### config.mk
export PLATFORM = sky130hd
export DESIGN_NAME = core_sequencer
export DESIGN_NICKNAME = d
export VERILOG_FILES = /design/src/rtl/core_sequencer.sv
export SDC_FILE = /design/constraint.sdc
export NUM_CORES = 1
export LEC_CHECK = 0
export ABC_CLOCK_PERIOD_IN_PS = 1500
export CAP_MARGIN = 15
export CORE_MARGIN = 5
export CORE_UTILIZATION = 35
export CTS_CLUSTER_SIZE = 14
export DETAILED_ROUTE_END_ITERATION = 16
export GPL_TIMING_DRIVEN = 0
export SETUP_SLACK_MARGIN = 0.4
export SYNTH_ARGS = -nofsm -noshare
export SYNTH_HDL_FRONTEND = slang
export SYNTH_SLANG_ARGS = --single-unit
### constraint.sdc
create_clock -name clk -period 1.5 [get_ports clk]
set_input_delay 0.15 -clock clk [delete_from_list [all_inputs] [get_ports clk]]
set_output_delay 0.15 -clock clk [all_outputs]
set_load 0.1 [all_outputs]
### src/rtl/core_sequencer.sv
// core_sequencer: multi-cycle FETCH/DECODE/EXECUTE/MEM/WB control FSM for the RV32I core
module core_sequencer #(
  parameter int TIMEOUT = 16,
  parameter int CNT_W   = 32
) (
  input  logic             clk,
  input  logic             n_rst,
  input  logic [6:0]       opcode,
  input  logic             branch_taken,
  input  logic             mem_ready,
  input  logic             halt_req,
  output logic             mem_req,
  output logic             mem_we,
  output logic             mem_sel_instr,
  output logic             ir_en,
  output logic             pc_en,
  output logic             pc_sel_branch,
  output logic             reg_wr_en,
  output logic             halted,
  output logic [1:0]       err,
  output logic [CNT_W-1:0] instret
);
  localparam int WW = $clog2(TIMEOUT);

  typedef enum logic [2:0] {IDLE, FETCH, DECODE, EXECUTE, MEM, WB, HALT} state_t;

  state_t        state;
  state_t        fetch_nxt;
  logic          armed;
  logic [WW-1:0] wait_cnt;
  logic          is_ld, is_st, is_br, legal, expired;

  // opcode class decode plus Mealy strobe generation from the state register
  always_comb begin
    is_ld         = opcode == 7'b0000011;
    is_st         = opcode == 7'b0100011;
    is_br         = opcode == 7'b1100011;
    legal         = is_ld || is_st || is_br || opcode == 7'b0110011 || opcode == 7'b0010011;
    fetch_nxt     = halt_req ? HALT : FETCH;
    mem_req       = state == FETCH || state == MEM;
    mem_sel_instr = state == FETCH;
    mem_we        = state == MEM && is_st;
    expired       = mem_req && !mem_ready && wait_cnt == WW'(TIMEOUT - 1);
    ir_en         = state == FETCH && mem_ready;
    pc_en         = (state == EXECUTE && is_br) || (state == MEM && is_st && mem_ready) || state == WB;
    pc_sel_branch = state == EXECUTE && is_br && branch_taken;
    reg_wr_en     = state == WB;
    halted        = state == HALT;
  end

  // state sequencing, memory wait counter, halt cause and retirement count
  always_ff @(posedge clk or negedge n_rst) begin
    if (!n_rst) begin
      state    <= IDLE;
      armed    <= 1'b0;
      wait_cnt <= '0;
      err      <= 2'b00;
      instret  <= '0;
    end else begin
      armed    <= 1'b1;
      wait_cnt <= (mem_req && !mem_ready) ? wait_cnt + 1'b1 : '0;
      if (pc_en) instret <= instret + 1'b1;
      case (state)
        IDLE:    if (armed) state <= fetch_nxt;
        FETCH:   if (mem_ready) state <= DECODE;
                 else if (expired) begin
                   state <= HALT;
                   err   <= 2'b10;
                 end
        DECODE:  if (legal) state <= EXECUTE;
                 else begin
                   state <= HALT;
                   err   <= 2'b01;
                 end
        EXECUTE: state <= is_br ? fetch_nxt : (is_ld || is_st) ? MEM : WB;
        MEM:     if (mem_ready) state <= is_st ? fetch_nxt : WB;
                 else if (expired) begin
                   state <= HALT;
                   err   <= 2'b10;
                 end
        WB:      state <= fetch_nxt;
        default: state <= HALT;
      endcase
    end
  end
endmodule

======== Word-level counts from Yosys, hierarchy flattened ========
Index checks and enable logic that the tools add are counted.
word-level totals
  flip-flop bits (word level) ............. 42
  input bits .............................. 12
  output and inout bits ................... 42
  logic and storage cells ................. 57
cells by class
  add/subtract/negate cells ............... 2
  equality and inequality tests ........... 16
  muxes and demuxes ....................... 15
  reduce and logical (&&, ||, !) cells .... 19
operator list
  operator                 count
  $add A32 B1 Y32 const B  1
  $mux W3                  8
  $pmux W3 S6              1
  $eq A7 B6 Y1 const B     2
  $eq A3 B3 Y1 const B     3
  $eq A7 B2 Y1 const B     1
  $eq A7 B5 Y1 const B     1
  $eq A7 B7 Y1 const B     1
  $logic_and A1 B1 Y1      7
  $logic_or A1 B1 Y1       7
  $eq A3 B2 Y1 const B     2
  $mux W2                  3
  $ne A2 B2 Y1 const B     3
  $add A4 B1 Y4 const B    1
  $eq A4 B4 Y1 const B     1
  $mux W4                  1
  $pmux W2 S2              1
  $reduce_and A4 Y1        1
  $eq A3 B1 Y1 const B     1
  $logic_not A3 Y1         1
  $ne A2 B1 Y1 const B     1
  $reduce_bool A2 Y1       1
  $reduce_or A2 Y1         1
  $logic_not A1 Y1         1
  $mux W1                  1

======== Logic depth before layout (Yosys ltp) ========
Gate-level depths: netlist (run 1).
  word-level depth ........................ 7
  depth in mapped cells ................... 7
  depth with buffers taken out ............ 6

======== Worst setup path after synthesis (run 1) ========
OpenSTA, ideal clock, no wires.
  path kind ............................... input-to-output
  from .................................... input opcode[2]
  to ...................................... output mem_we
  data arrival time ....................... 3611 ps
  data required time ...................... 1350 ps
  path slack .............................. -2261 ps
  stages .................................. 4
  buffers on the path ..................... 1
  cell sequence ........................... nand4bb_1 buf_2 or2_2 nor4_1
between the ends
  longest elaborated chain between the ends .. 2
RTL lines
  element              RTL line  text
  start, declared      8         input logic [6:0] opcode,
  $eq A7 B6 Y1         36        is_st = opcode == 7'b0100011;
  $logic_and A1 B1 Y1  42        mem_we = state == MEM && is_st;
  end, declared        13        output logic mem_we,
Every way passes these cells.

======== Worst setup path after layout (run 1) ========
  from .................................... register state[2]
  to ...................................... register instret[29]
between the ends
  longest elaborated chain between the ends .. 5
  elaborated cells on any way between the ends .. 8
  those cells by class .................... eq/ne: 3; reduce/logical: 5
RTL lines
  element                            RTL line  text
  start, declared                    27        state_t state;
  start signal, assigned             64        IDLE: if (armed) state <= fetch_nxt;
  start signal, assigned             75        EXECUTE: state <= is_br ? fetch_nxt : (is_ld || is_st) ? MEM : WB;
  start signal, assigned             76        MEM: if (mem_ready) state <= is_st ? fetch_nxt : WB;
  $eq A3 B3 Y1                       45        pc_en = (state == EXECUTE && is_br) || (state == MEM && is_st && mem_ready) || state == WB;
  $logic_and A1 B1 Y1 (2 in series)  45
  $logic_or A1 B1 Y1                 45
  $logic_or A1 B1 Y1 *               45
  end signal, assigned               62        if (pc_en) instret <= instret + 1'b1;
  end, declared                      21        output logic [CNT_W-1:0] instret
Mark *: on every way between the ends. The rest lies on a longest branch, timed or not.
A chain may end at the register's enable or synchronous reset.

==> results of run 1 <==
-- synthesized netlist by cell type (4+ instances only) --
| cell type | instances |
|---|---|
| and3_1 | 6 |
| xor2_1 | 25 |
| xnor2_1 | 9 |
| nand2_1 | 15 |
| nand4_1 | 5 |
| nor2_1 | 27 |
| a21oi_1 | 6 |
| dfrtp_1 | 42 |
| nand3_1 | 6 |
| o21ai_0 | 4 |
| nor3_1 | 10 |
-- layout make-up --
type                            count  area, µm²
Buffer                              8        100
Clock buffer                        8       80.1
Fill cell                         409       1790
Inverter                            4       22.5
Multi-Input combinational cell    166       1630
Sequential cell                    42       1150
Tap cell                           77       96.3
Timing Repair Buffer              117       1490
-- state kept, by name, indices dropped and copies added (netlist names) --
register,flops
armed,1
wait_cnt,4
instret,32
err,2
state,3
-- layer usage --
metal | track usage | share of wire | routed length (µm) | vias to the layer above
met5 | 0 | 0 | 0 | -
met4 | 0.0409 | 0.0095 | 63 | 0
met3 | 0.0325 | 0.031 | 202 | 6
met2 | 0.250 | 0.53 | 3500 | 33
met1 | 0.194 | 0.43 | 2830 | 1030
li1 | - | - | - | 1018
-- what timing repair did --
action                                  CTS  global route
hold endpoints to repair                 12             0
pin swaps                                21            34
buffers inserted                         26            36
endpoints found under the setup margin   83            82
gates cloned                              1             0
hold buffers                              1             0
gates resized for setup                 395            65
-- kinds of logic after synthesis --
| group | share of synthesized area |
|---|---|
| AO/OA/AOI/OAI | 0.0727 |
| XOR/XNOR | 0.131 |
| other | 0.00165 |
| multiplexers | 0.00496 |
| adder cells (fa/ha/maj) | 0.0110 |
| AND/OR/NAND/NOR | 0.288 |
| buffers and inverters | 0.0281 |
| flip-flops | 0.463 |
-- worst paths after layout --
check	cells past startpoint	slack, ps	endpoint	from
setup / recovery	7	-320	instret[29]	state[2]
hold / removal	2	280	instret[29]	n_rst
setup reg to reg	7	-320	instret[29]	state[2]
hold reg to reg	1	460	wait_cnt[0]	wait_cnt[0]
max in group asynchronous	3	720	instret[18]	n_rst
min in group clk	1	460	wait_cnt[0]	wait_cnt[0]
-- worst max-delay path: stages (launching register included) --
cell      delay [ps]
dfrtp_1          400
nand3b_1         230
buf_4            180
nor4_4           250
a21oi_4          110
buf_4            160
nor4b_4          220
xor2_1           200
-- where the power goes --
part | switching (µW) | internal (µW)
Sequential | 88.0 | 1210
Combinational | 557 | 294
Clock | 376 | 331
Total | 1020 | 1830
-- metrics by stage --
step	hold WS, ps	TNS (ps)	power, µW	cell area, µm²
floorplan	-146	-8830	1800	2630
global placement	452	-78530	2000	3240
detailed placement	66.0	-33550	2010	3260
CTS	292	-7290	2800	4040
global route	307	-10310	2980	4560
finish	280	-6780	2860	4560
==> results.py, run 1 <==
metrics = {
    "run_status": {
        "status": "finished, violations left",
        "failed_checks": "setup timing",
    },
    "logic_synthesis": {
        "synth_edf_count": 0,
        "synth_nets": 234,
        "yosysTopAreaCell": "dfrtp_1",
        "synth_area_leaders": "dfrtp_1 46%, xor2_1 9.6%, nor2_1 4.5%, xnor2_1 3.5%, nand2_1 2.5%",
        "syn_area_um2": 2270,
        "ys_ff_latch": 42,
        "yosysWarnings": 0,
        "synth.top_cell.area_share": 0.463,
        "synth_seq_area_share": 0.463,
        "synth_flop_cell": "dfrtp_1",
        "syn_inst": 220,
        "async_flop_share": 1.00,
        "synth_area_per_cell_um2": 10.3,
        "synth_cell_types": 49,
    },
    "timing": {
        "worst_slack_ps": -320,
        "clock.fmax_mhz": 549,
        "period_share": 1.21,
        "rsz0062_at_grt": "yes",
        "fin_skew_ps": 11.2,
        "setup_viol": 44,
        "layout_min_cycle_time_ps": 1820,
        "finalHoldViolCount": 0,
        "slew_violations": 0,
    },
    "clocking": {
        "cts_tree": "yes",
        "path_clk_slew_ps": 80,
        "clockBufferDepth": 2,
        "cts-root-buf": "clkbuf_8",
        "cts_made_buffers": 5,
        "htree_num_levels": 2,
        "cts.sinks": 42,
        "clkLatencyLatePin_ps": 290,
    },
    "cells_and_area": {
        "layout_commonest_cell": "buf_12",
        "final-instance-count-excl-fill": 422,
        "syn2layout_area_growth_pct": 101,
        "diodes": 0,
        "fin_util": 0.719,
        "nets": 358,
        "drive_gt1_frac": 0.652,
        "final_cell_mix": "42 x buf_12, 41 x buf_4, 27 x buf_6",
    },
    "drt": {
        "drc": 0,
        "wl_per_cell_um": 15.6,
        "drt_iter0_drc": 34,
        "num_vias": 2087,
        "dr.pass1.iters": 4,
        "drtAntennaViolNets": 0,
        "viasPerCell": 4.95,
        "drt-total-wl_mm": 6.60,
    },
    "grt": {
        "antenna_found_initial": 0,
        "grt_pass1_vias": 2054,
        "grt.overflow.total": 0,
        "grt_pass1_wl_mm": 10.2,
        "grt_max_degree": 31,
        "track_usage": 0.149,
    },
    "worst_setup_path": {
        "cp-start-kind": "flip-flop",
        "crit_path_end_kind": "flip-flop",
        "path_max_fanout": 6,
        "crit_required_ps": 1710,
        "critPathKind": "reg -> reg",
        "crit_arrival_ps": 2030,
    },
    "floorplan": {
        "rows": 29,
        "die_h_um": 90.6,
        "start_util": 0.358,
        "fp.dieW_um": 90.6,
        "io_pins": 54,
        "dieArea_um2": 8200,
        "coreArea_um2": 6350,
    },
    "hold_path": {
        "worstHoldPathType": "in -> async",
    },
    "pwr": {
        "p_leak_uw": 0.00213,
        "vdd_ir_drop_max_mv": 0.920,
        "powerDensity_nw_per_um2": 626,
    },
    "placement": {
        "place_ws_ps": -1410,
        "gp_congestion": 0.743,
        "io_buffers": 52,
        "dpl.hpwl_mm": 3.88,
        "placedCellCount": 350,
    },
    "run": {
        "drv_cap": 0,
    },
}
Note: power is estimated with default switching activity, not from simulation.
==> run 2: changes to the inputs <==
Settings changed: CORE_MARGIN 5 to 1.
==> results.py, run 2 (synthesis gave the netlist of run 1 again) <==
metrics = {
    "run_status": {
        "status": "finished, violations left",
        "failed_checks": "setup timing",
    },
    "worst_setup_path": {
        "cpPeakStageDelay_ps": 410,
        "critPathKind": "reg -> out",
        "path_max_fanout": 4,
        "cp-start-kind": "flip-flop",
        "crit_family": "flip-flops",
        "ff2ff_setup_slack_ps": -260,
        "crit_arrival_ps": 1630,
        "crit_required_ps": 1350,
        "slowest_stage": "dfrtp_1",
        "r2r_cells": 7,
        "worstReg2RegStart": "state[2]",
        "path_cells": "nand3b_1, buf_4, nor3_4, o21bai_4, buf_12",
        "timing.rr.end": "instret[20]",
        "crit_path_end_kind": "output port",
        "crit_buf_inv": 2,
    },
    "hold_path": {
        "worstHoldPathType": "in -> async",
    },
    "grt": {
        "antenna_found_initial": 0,
        "grt_max_degree": 24,
        "grt_pass1_wl_mm": 9.64,
        "grt.overflow.total": 0,
        "grt_pass1_vias": 1917,
        "track_usage": 0.188,
    },
    "floorplan": {
        "coreArea_um2": 6100,
        "die_h_um": 82.6,
        "start_util": 0.373,
        "io_pins": 54,
        "dieArea_um2": 6820,
        "rows": 28,
        "fp.dieW_um": 82.6,
    },
    "cells_and_area": {
        "nFillCells": 444,
        "syn2layout_area_growth_pct": 94.8,
        "final-instance-count-excl-fill": 404,
        "drive_gt1_frac": 0.623,
        "fin_util": 0.726,
        "diodes": 0,
        "final_cell_mix": "38 x buf_12, 33 x buf_4, 25 x xor2_1",
        "layout_commonest_cell": "buf_12",
        "nets": 342,
        "largestRegisters": "instret x32, wait_cnt x4, state x3",
        "top_register": "instret",
        "largest_reg_flops": 32,
    },
    "clocking": {
        "clkLatencyLatePin_ps": 290,
        "path_clk_slew_ps": 90,
        "clockBufferDepth": 2,
        "cts-root-buf": "clkbuf_8",
        "cts_made_buffers": 5,
        "cts.sinks": 42,
        "cts_tree": "yes",
        "htree_num_levels": 2,
    },
    "timing": {
        "rsz0062_at_grt": "yes",
        "layout_min_cycle_time_ps": 1780,
        "fin_skew_ps": 10.3,
        "worst_slew_pin_slew_ps": 518,
        "period_share": 1.19,
        "relSlewSlack": 0.655,
        "clock.fmax_mhz": 562,
        "worst_slack_ps": -279,
        "setup_viol": 40,
        "slew_violations": 0,
        "finalHoldViolCount": 0,
    },
    "pwr": {
        "p_leak_uw": 0.00204,
        "powerDensity_nw_per_um2": 710,
        "vdd_ir_drop_max_mv": 1.13,
        "p_total_uw": 3140,
    },
    "drt": {
        "drc": 0,
        "num_vias": 2068,
        "dr.pass1.iters": 4,
        "drt_iter0_drc": 88,
        "wl_per_cell_um": 14.8,
        "drtAntennaViolNets": 0,
        "drt-total-wl_mm": 5.98,
        "viasPerCell": 5.12,
    },
    "placement": {
        "gp_congestion": 0.850,
        "dpl.hpwl_mm": 3.67,
        "placedCellCount": 348,
        "io_buffers": 52,
        "place_ws_ps": -1390,
    },
    "run": {
        "drv_cap": 0,
    },
}
-- run 2: changes by cell type in the layout (fill, tap and decap cells not counted), sizes merged --
cell	change
buf	-18
bufinv	+1
clkbuf	-2
clkdlybuf4s15	-1
clkinv	+1
dlygate4sd2	+4
inv	-1
-- run 2: worst reg2reg max path, stage by stage (launching register included) --
cell and delay, ps:
dfrtp_1 410, nand3b_1 220, buf_4 180, nor4_4 310
a21oi_4 90, buf_6 170, nor3b_4 180, xor2_1 150
-- run 2: worst max path at each step --
stage | startpoint | end | cells past startpoint
after floorplan | state[1] | mem_req | 3
after global placement | mem_ready | pc_en | 5
after detailed placement | mem_ready | pc_en | 5
after CTS | state[2] | instret[31] | 7
after global routing | state[2] | instret[20] | 7
final | state[2] | pc_en | 5
-- run 2: power breakdown --
group | switching [µW] | internal (µW)
Clock | 397 | 543
Combinational | 577 | 344
Sequential | 69.8 | 1210
-- run 2: per-stage QoR --
stage | setup TNS (ps) | hold WS (ps) | cell area [µm²]
after floorplan | -8830 | -146 | 2630
after global placement | -78050 | 455 | 3240
after detailed placement | -32970 | 157 | 3260
after CTS | -8370 | 367 | 4160
after global routing | -11120 | 409 | 4430
final | -7150 | 355 | 4430
-- run 2: repair_timing --
item,4_1_cts,5_1_grt
hold buffers,1,0
setup buffers,24,21
endpoints found under the setup margin,83,82
pin swaps,33,18
gates resized for setup,405,24
gates cloned,2,0
hold endpoints to repair,19,0
-- run 2: cell type report --
| cell class | count | area (µm²) | area share |
|---|---|---|---|
| plain buffers | 8 | 87.6 | 0.0198 |
| clock buffers | 7 | 86.3 | 0.0195 |
| well taps | 75 | 93.8 | 0.0212 |
| multi-input cells | 166 | 1610 | 0.363 |
| flip-flops and latches | 42 | 1140 | 0.259 |
| repair buffers | 101 | 1360 | 0.307 |
| clock inverters | 1 | 30.0 | 0.00679 |
| inverters | 4 | 20.0 | 0.00452 |
-- run 2: layer usage --
metal | global-route usage | share of wire | vias to the layer above
li1 | - | - | 989
met1 | 0.252 | 0.44 | 1021
met2 | 0.309 | 0.51 | 52
met3 | 0.0385 | 0.036 | 6
met4 | 0.0466 | 0.0090 | 0
met5 | 0 | 0 | -
